<file path="config.mk">
export PLATFORM = sky130hd
export DESIGN_NAME = fp_multiplier_stream_flat
export DESIGN_NICKNAME = d
export VERILOG_FILES = /design/src/rtl/fp_multiplier_stream_if.sv /design/src/rtl/fp_multiplier_stream.sv /design/src/flat_wrapper.sv
export SDC_FILE = /design/constraint.sdc
export NUM_CORES = 1
export LEC_CHECK = 0
export ABC_CLOCK_PERIOD_IN_PS = 3100
export BUFFER_PORTS_ARGS = -buffer_cell sky130_fd_sc_hd__buf_2
export CAP_MARGIN = 5
export CORE_MARGIN = 2
export CORE_UTILIZATION = 40
export CTS_CLUSTER_DIAMETER = 60
export DETAILED_ROUTE_END_ITERATION = 12
export SLEW_MARGIN = 20
export SYNTH_ARGS = -nofsm -noshare
export SYNTH_HDL_FRONTEND = slang
export SYNTH_SLANG_ARGS = --single-unit
</file>
<file path="constraint.sdc">
create_clock -name clk -period 3.1 [get_ports clk]
set_clock_uncertainty 0.15 [all_clocks]
set_input_delay 0 -clock clk [delete_from_list [all_inputs] [get_ports clk]]
set_output_delay 0 -clock clk [all_outputs]
set_load 0.01 [all_outputs]
</file>
<file path="src/rtl/fp_multiplier_stream_if.sv">
// fp_multiplier_stream_if: valid/ready input and output streams plus overflow status of fp_multiplier_stream.
interface fp_multiplier_stream_if #(
    parameter int WI1 = 3,
    parameter int WF1 = 4,
    parameter int WI2 = 4,
    parameter int WF2 = 3,
    parameter int WIO = 4,
    parameter int WFO = 4
);
    logic inValid, inReady, rndMode, satEn;
    logic outValid, outReady, overFlow, clrOvf, stickyOvf;
    logic signed [WI1+WF1-1:0] in1;
    logic signed [WI2+WF2-1:0] in2;
    logic [WIO+WFO-1:0] mulOut;
    modport master (
        output inValid, in1, in2, rndMode, satEn, outReady, clrOvf,
        input inReady, outValid, mulOut, overFlow, stickyOvf
    );
    modport slave (
        input inValid, in1, in2, rndMode, satEn, outReady, clrOvf,
        output inReady, outValid, mulOut, overFlow, stickyOvf
    );
endinterface

</file>
<file path="src/rtl/fp_multiplier_stream.sv">
// fp_multiplier_stream: signed fixed-point multiply with rounding/saturation at the input,
// followed by a LATENCY-deep stallable pipeline and a sticky overflow flag.
module fp_multiplier_stream #(
    parameter int WI1 = 3,
    parameter int WF1 = 4,
    parameter int WI2 = 4,
    parameter int WF2 = 3,
    parameter int WIO = 4,
    parameter int WFO = 4,
    parameter int LATENCY = 3
) (
    input logic clk,
    input logic rst,
    fp_multiplier_stream_if.slave s
);
    localparam int WP = WI1 + WF1 + WI2 + WF2;
    localparam int FP = WF1 + WF2;
    localparam int WO = WIO + WFO;
    localparam int PAD = (WFO > FP) ? WFO - FP : 0;
    localparam int D = (FP > WFO) ? FP - WFO : 0;
    localparam int WW = WP + 1 + PAD;
    localparam logic signed [WW-1:0] HALF = WW'((1 << D) >> 1);
    localparam logic [WO-1:0] MAXV = {1'b0, {(WO-1){1'b1}}};
    logic signed [WP-1:0] p;
    logic signed [WW-1:0] ext, bias, q;
    logic [WO-1:0] res;
    logic ovf, sticky;
    assign p = WP'(s.in1) * WP'(s.in2);
    assign ext = WW'(p);
    assign bias = s.rndMode ? HALF : '0;
    // one spare MSB absorbs the rounding carry, so the add never wraps
    assign q = ((ext + bias) >>> D) <<< PAD;
    if (WW <= WO) begin : g_fit
        assign res = WO'(q);
        assign ovf = 1'b0;
    end else begin : g_clip
        logic [WW-WO:0] top;
        assign top = q[WW-1:WO-1];
        assign ovf = !(&top || !(|top));
        assign res = (ovf && s.satEn) ? (q[WW-1] ? ~MAXV : MAXV) : q[WO-1:0];
    end
    if (LATENCY == 0) begin : g_comb
        assign s.outValid = s.inValid;
        assign s.inReady = s.outReady;
        assign s.mulOut = res;
        assign s.overFlow = ovf;
    end else begin : g_pipe
        logic [LATENCY-1:0] vld, ov;
        logic [WO-1:0] dat [LATENCY];
        logic adv;
        // whole pipeline moves together; bubbles are kept to preserve fixed latency
        assign adv = !vld[LATENCY-1] || s.outReady;
        always_ff @(posedge clk or posedge rst) begin
            if (rst) begin
                vld <= '0;
                ov <= '0;
                for (int i = 0; i < LATENCY; i++) dat[i] <= '0;
            end else if (adv) begin
                vld[0] <= s.inValid;
                ov[0] <= ovf;
                dat[0] <= res;
                for (int i = 1; i < LATENCY; i++) begin
                    vld[i] <= vld[i-1];
                    ov[i] <= ov[i-1];
                    dat[i] <= dat[i-1];
                end
            end
        end
        assign s.inReady = adv;
        assign s.outValid = vld[LATENCY-1];
        assign s.mulOut = dat[LATENCY-1];
        assign s.overFlow = ov[LATENCY-1];
    end
    always_ff @(posedge clk or posedge rst) begin
        if (rst) sticky <= 1'b0;
        else sticky <= (s.outValid && s.outReady && s.overFlow) || (sticky && !s.clrOvf);
    end
    assign s.stickyOvf = sticky;
endmodule
</file>
<file path="src/flat_wrapper.sv">
// flat-port wrapper written by rule: the top's interface ports become plain ports
module fp_multiplier_stream_flat 
#(
    parameter int WI1 = 3,
    parameter int WF1 = 4,
    parameter int WI2 = 4,
    parameter int WF2 = 3,
    parameter int WIO = 4,
    parameter int WFO = 4,
    parameter int LATENCY = 3
)
  (clk, rst, s_inValid, s_in1, s_in2, s_rndMode, s_satEn, s_outReady, s_clrOvf, s_inReady, s_outValid, s_mulOut, s_overFlow, s_stickyOvf);
  fp_multiplier_stream_if #(.WI1(WI1), .WF1(WF1), .WI2(WI2), .WF2(WF2), .WIO(WIO), .WFO(WFO)) s_i ();
  input logic clk;
  input logic rst;
  input wire logic [$bits(s_i.inValid)-1:0] s_inValid;
  input wire logic [$bits(s_i.in1)-1:0] s_in1;
  input wire logic [$bits(s_i.in2)-1:0] s_in2;
  input wire logic [$bits(s_i.rndMode)-1:0] s_rndMode;
  input wire logic [$bits(s_i.satEn)-1:0] s_satEn;
  input wire logic [$bits(s_i.outReady)-1:0] s_outReady;
  input wire logic [$bits(s_i.clrOvf)-1:0] s_clrOvf;
  output wire logic [$bits(s_i.inReady)-1:0] s_inReady;
  output wire logic [$bits(s_i.outValid)-1:0] s_outValid;
  output wire logic [$bits(s_i.mulOut)-1:0] s_mulOut;
  output wire logic [$bits(s_i.overFlow)-1:0] s_overFlow;
  output wire logic [$bits(s_i.stickyOvf)-1:0] s_stickyOvf;
  assign s_i.inValid = s_inValid;
  assign s_i.in1 = s_in1;
  assign s_i.in2 = s_in2;
  assign s_i.rndMode = s_rndMode;
  assign s_i.satEn = s_satEn;
  assign s_i.outReady = s_outReady;
  assign s_i.clrOvf = s_clrOvf;
  assign s_inReady = s_i.inReady;
  assign s_outValid = s_i.outValid;
  assign s_mulOut = s_i.mulOut;
  assign s_overFlow = s_i.overFlow;
  assign s_stickyOvf = s_i.stickyOvf;
  fp_multiplier_stream #(.WI1(WI1), .WF1(WF1), .WI2(WI2), .WF2(WF2), .WIO(WIO), .WFO(WFO), .LATENCY(LATENCY)) u_core (.clk(clk), .rst(rst), .s(s_i));
endmodule
</file>
Word-level counts from Yosys, hierarchy flattened:

Index checks and enable logic that the tools add are counted.

* flip-flop bits (word level): 31
* bits of input ports: 21
* output and inout port bits: 12

* add/sub/neg operators: 1
* $mul: 1
* muxes and demuxes: 3
* reduce and logical (&&, ||, !) cells: 13

Operators by type and width (count)
* 8-bit two-way mux: 2
* 14-bit by 4-bit adder with 15-bit output: 1
* 7-bit by 7-bit multiplier with 14-bit output: 1
* 5-bit AND reduction: 1
* 5-bit OR reduction: 1
* 1-bit logical AND: 4
* 1-bit zero test: 4
* 1-bit logical OR: 3
* 3-bit two-way mux: 1

Longest topological paths before layout:

* depth after elaboration: 8
* gate-level depth with buffers: 20
* depth with buffers taken out: 19

Worst setup path before layout:

No wires, ideal clock.

* path type: input -> register
* start: in s_in1[6]
* end: reg u_core.g_pipe.dat[18] (netlist bit)
* data arrival time: 4.425 ns
* setup slack: -1.601 ns
* cell stages on the path: 19
* cells stage by stage: and2_1 -> fa_1 -> inv_1 -> fa_1 -> inv_1 -> fa_1 -> inv_1 -> fa_1 -> inv_1 -> ha_1 -> buf_2 -> a21oi_1 -> o21a_1 -> mux2_2 -> nor4_2 -> or4_4 -> or2_4 -> nand3_2 -> a221o_1

* word-level cells in the longest chain between the ends: 8
* elaborated cells between the ends (all ways): 10
* those cells by class: 1 x add/sub; 1 x mul; 2 x mux; 6 x reduce/logical

RTL lines
* start: declaration: line flat_wrapper.sv:17 `input wire logic [$bits(s_i.in1)-1:0] s_in1;`
* 7-bit by 7-bit multiplier with 14-bit output (*): line fp_multiplier_stream.sv:28 `assign p = WP'(s.in1) * WP'(s.in2);`
* 14-bit by 4-bit adder with 15-bit output (*): line fp_multiplier_stream.sv:32 `assign q = ((ext + bias) >>> D) <<< PAD;`
* 5-bit OR reduction: line fp_multiplier_stream.sv:39 `assign ovf = !(&top || !(|top));`
* 1-bit zero test: line fp_multiplier_stream.sv:39
* 1-bit logical OR: line fp_multiplier_stream.sv:39
* 1-bit zero test: line fp_multiplier_stream.sv:39
* 1-bit logical AND: line fp_multiplier_stream.sv:40 `assign res = (ovf && s.satEn) ? (q[WW-1] ? ~MAXV : MAXV) : q[WO-1:0];`
* 8-bit two-way mux (*): line fp_multiplier_stream.sv:40
* end signal: indexed assignment: line fp_multiplier_stream.sv:65 `dat[i] <= dat[i-1];`
* end: declaration: line fp_multiplier_stream.sv:49 `logic [WO-1:0] dat [LATENCY];`

Every way passes the cells marked *; elsewhere a longest branch is shown, timed or not.
A chain may end at the register's enable or synchronous reset.

Worst setup path after layout:

* start: in s_in1[1]
* end: reg u_core.g_pipe.dat[16] (netlist bit)

The elaborated chain is that of the path after synthesis.

==> results by stage <==
Run status:
- The flow ran to the end, but the final reports show violations.
- The checks that failed: setup timing.

Clock network:
- Clock latency on the worst-skew pair, taken at its later pin, is 270 ps.
- Counting every sink on the clock net gives 31.
- The H-tree generated during clock tree synthesis spans 2 levels.
- The TritonCTS clock tree is yes.
- Buffers inserted during clock tree synthesis total 5.
- Clock tree synthesis selected as its root buffer the cell clkbuf_8.
- The register clock-pin slew on the reported worst setup and hold paths is 60 ps.
- Counting along the longest clock path gives a buffer depth of 2.

Pwr:
- The total power per unit cell area is 1004 nW/um^2.
- Of the total power, the share spent switching nets is 42.22%.
- The logic gate share of total power is 78.8%.
- The net switching component of the power is 0.001977 W.
- The internal portion of the total power is 0.002706 W.
- The largest voltage drop on the vdd net is 572.8 uV.
- The total power of the final layout is 0.004684 W.
- The clock network burns 6.3% of the power.
- The share of total power in sequential cells is 14.9%.
- For this design the static power due to leakage is 2.390 nW.

Drt:
- For this run, the detailed router's first-pass iteration total came to 4.
- After detailed routing, the average wire length per cell comes to 11.82 um.
- The routed design has 6.985 mm of wire.
- After the first detailed-routing iteration, the DRC count stood at 97.
- The routed layout has 2822 vias.
- After detailed routing, the number of vias per cell comes to 4.775.
- After detailed routing, the number of remaining DRC violations is 0.
- In this run the remaining antenna-violating nets after routing total 0.

Die:
- The floorplan step defined a core boundary enclosing 8636 um^2.
- The die is 98.06 um wide.
- The number of placement rows is 34.
- The boundary pin count is 33.
- For this configuration, the core starts out at a cell density of 40.97%.
- The die covers 9615 um^2.
- Measured along the y axis, the die boundary spans 98.06 um.

Logic synthesis:
- The number of distinct library cells after synthesis is 50.
- The number of nets in the synthesized netlist is 483.
- The gate count of the mapped netlist is 392.
- Counting flops with an async set or reset pin after synthesis yields a share of 100.0%.
- During synthesis, Yosys emitted a total of 0 warnings.
- Yosys mapped a number of flops with a built-in enable equal to 0.
- The register bit count reported by yosys is 31.
- For this run, the leading register cell type out of synthesis is dfrtp_1.
- The average cell area after synthesis is 9.027 um^2.
- The post-synthesis cell area is 3538 um^2.
- Sequential elements use 21.92% of the synthesized area.

STA:
- The max-slew violation count came to 0.
- The summed negative setup slack over all endpoints is -11150 ps.
- The timing-limited maximum frequency is 227.4 MHz.
- The share of the clock period used by the worst path after layout is 141.8%.
- The final setup slack of the worst path is -1297 ps.
- Hold timing on the final database bottoms out at a slack of 159.4 ps.
- The count of final setup violators is 9.
- The remaining max-slew budget at the tightest pin is 40.48%.
- The worst path in the final design needs a cycle of 4397 ps, including I/O delays and setup.
- At the pin with the least slew margin, the transition time is 891.8 ps.
- Setup repair after global routing could not meet its margin everywhere.
- The final count of hold timing violations is 0.

Final layout:
- The sequential cell area is 775.7 um^2.
- The number of diodes added for antenna fixing is 0.
- The share of cells above drive strength 1 is 33.54%.
- The multi-input gate area in the final layout is 2635 um^2.
- After routing the design area is 4666 um^2.
- In the final design database the tool counted 573 nets.
- The number of fill cells is 825.
- From synthesis to final layout, the design area changed by 31.86%.

Worst setup path:
- The critical path is of the in -> reg type.
- The type of element launching the critical path is an input port.
- The worst setup path is captured at a register.
- In this run the register-to-register setup slack is 1410 ps.
- In this run the worst path has a maximum fanout of 5.
- The critical path data arrival time is 4450 ps.
- The required time of the worst setup path is 3160 ps.

Global route:
- The via count of the first global-routing pass is 3013.
- The total overflow reported by the global router is 0.
- The number of antenna violations at the first check in global routing is 0.
- The first global-routing pass estimated 12.92 mm of wire.
- Global routing used 15.62% of the available tracks.
- Entering global routing, the biggest net connects 38 pins.

Place:
- At the placement stage, the worst setup path has a slack of -1713 ps.
- Detailed placement finished with a half-perimeter wire length of 5.446 mm.
- In this run the tool buffered the top-level ports with 32 buffer cells.
- The final RePlAce weighted congestion is 0.7813.
- Summing all placed instances gives a cell area of 4260 um^2.

Job:
- Max-cap violations in this run came to 0.

Min path:
- The path category of the worst min-delay check is in -> reg.
-- final timing paths --
check                                            startpoint                                end  depth (start not counted)
max                                                s_in1[1]  u_core.g_pipe.dat[16]$_DFFE_PP0P_                         18
min                                              s_outReady    u_core.g_pipe.ov[1]$_DFFE_PP0P_                          5
max reg2reg                u_core.g_pipe.vld[2]$_DFFE_PP0P_  u_core.g_pipe.dat[19]$_DFFE_PP0P_                          4
min reg2reg                u_core.g_pipe.vld[1]$_DFFE_PP0P_   u_core.g_pipe.vld[1]$_DFFE_PP0P_                          2
max in group asynchronous                               rst     u_core.s.mulOut[4]$_DFFE_PP0P_                          4
min in group asynchronous                               rst     u_core.s.mulOut[3]$_DFFE_PP0P_                          3
-- sequential cells by signal (all words and copies together) (netlist names) --
register,cells
u_core.g_pipe.dat,16
u_core.g_pipe.ov,3
u_core.g_pipe.vld,3
u_core.s.mulOut,8
u_core.s.stickyOvf,1
-- worst max-delay path, cell delays in order --
cell and delay (ps):
buf_2 160, nand2_1 100, fa_1 500, fa_1 560, inv_2 40, fa_1 520
inv_1 50, fa_1 490, inv_2 50, ha_4 170, a21o_1 180, a21oi_4 190
a21oi_1 80, nand3b_1 200, or4_4 570, or2_4 280, a31oi_4 150, a221o_1 170
-- area by class of cell --
| type | count | share of cell area (%) |
|---|---|---|
| Timing Repair Buffer | 99 | 15.98 |
| Sequential cell | 31 | 16.63 |
| Clock inverter | 1 | 0.1073 |
| Tap cell | 108 | 2.896 |
| Inverter | 77 | 6.275 |
| Multi-Input combinational cell | 268 | 56.48 |
| Clock buffer | 7 | 1.636 |
-- power by group through the flow --
stage	sequential, W	combinational, W	clock (W)
after floorplan	0.000689	0.00227	0
after CTS	0.000695	0.00362	0.000305
after global placement	0.000696	0.00311	0
final	0.000696	0.00369	0.000297
after global routing	0.000719	0.00413	0.000329
after detailed placement	0.000699	0.00316	0
-- layout by cell type (no fill, tap or decap), types with 3 or more instances in the layout --
cell type / n
buf_6: 6
ha_1: 18
fa_1: 41
and2_1: 19
dlygate4sd3_1: 5
dfrtp_1: 31
a21o_1: 3
clkbuf_8: 5
o21ai_0: 3
xnor2_1: 7
o31ai_1: 3
a221o_1: 6
nand2b_1: 5
xor2_1: 5
inv_1: 64
nand3_1: 3
buf_2: 22
a21oi_1: 4
nor2_1: 8
ha_4: 9
and2_4: 8
buf_4: 63
buf_8: 3
inv_2: 12
o21a_1: 4
nor2_2: 3
nand2_1: 73
-- synth_stat cells (2+ instances only) --
| library cell | instances | area (um^2) |
|---|---|---|
| nand3b_1 | 2 | 15.01 |
| clkbuf_1 | 6 | 22.52 |
| dfrtp_1 | 31 | 775.7 |
| a221o_1 | 6 | 60.06 |
| ha_1 | 27 | 337.8 |
| xor2_1 | 5 | 43.79 |
| nand2b_1 | 6 | 37.54 |
| o21ai_0 | 5 | 25.02 |
| nand3_1 | 4 | 20.02 |
| buf_2 | 2 | 10.01 |
| fa_1 | 43 | 860.8 |
| and2_1 | 27 | 168.9 |
| nand2_1 | 75 | 281.5 |
| a21o_1 | 3 | 22.52 |
| o21a_1 | 4 | 30.03 |
| nor3_1 | 2 | 10.01 |
| nor2b_1 | 2 | 12.51 |
| buf_4 | 8 | 60.06 |
| a31oi_1 | 2 | 12.51 |
| xnor2_1 | 7 | 61.31 |
| inv_1 | 77 | 289.0 |
| a211o_1 | 2 | 17.52 |
| a21oi_1 | 6 | 30.03 |
| nor2_1 | 12 | 45.04 |
| o31ai_1 | 3 | 22.52 |
-- per-layer routing --
layer  wire [um]  part of all wire, %  vias up  GRT usage, %
li1            -                    -     1401             -
met2        3660                   52       24         27.87
met4          12                 0.17        0         1.496
met3         147                  2.1        2         2.076
met1        3165                   45     1395         21.11
met5           0                    0        -             0
-- what timing repair did --
item,CTS,global route
gates resized for setup,44,12
pin swaps,28,7
hold buffers,5,0
endpoints found under the hold margin,30,0
setup buffers,7,2
endpoints found under the setup margin,9,9
-- cells by family after synthesis --
logic type               share of synthesized area (%)
XOR/XNOR                                         2.970
adder cells (fa/ha/maj)                          33.88
AND/OR/NAND/NOR                                  19.55
AO/OA/AOI/OAI                                    10.29
buffers and inverters                            10.79
multiplexers                                    0.6011
flip-flops                                       21.92
-- stage by stage --
stage               std cells  utilization [%]
global placement          569            49.33
CTS                       589            53.54
finish                    591            54.03
floorplan                 392                -
global route              591            54.03
detailed placement        569            49.33
(Power assumes the default switching activity.)
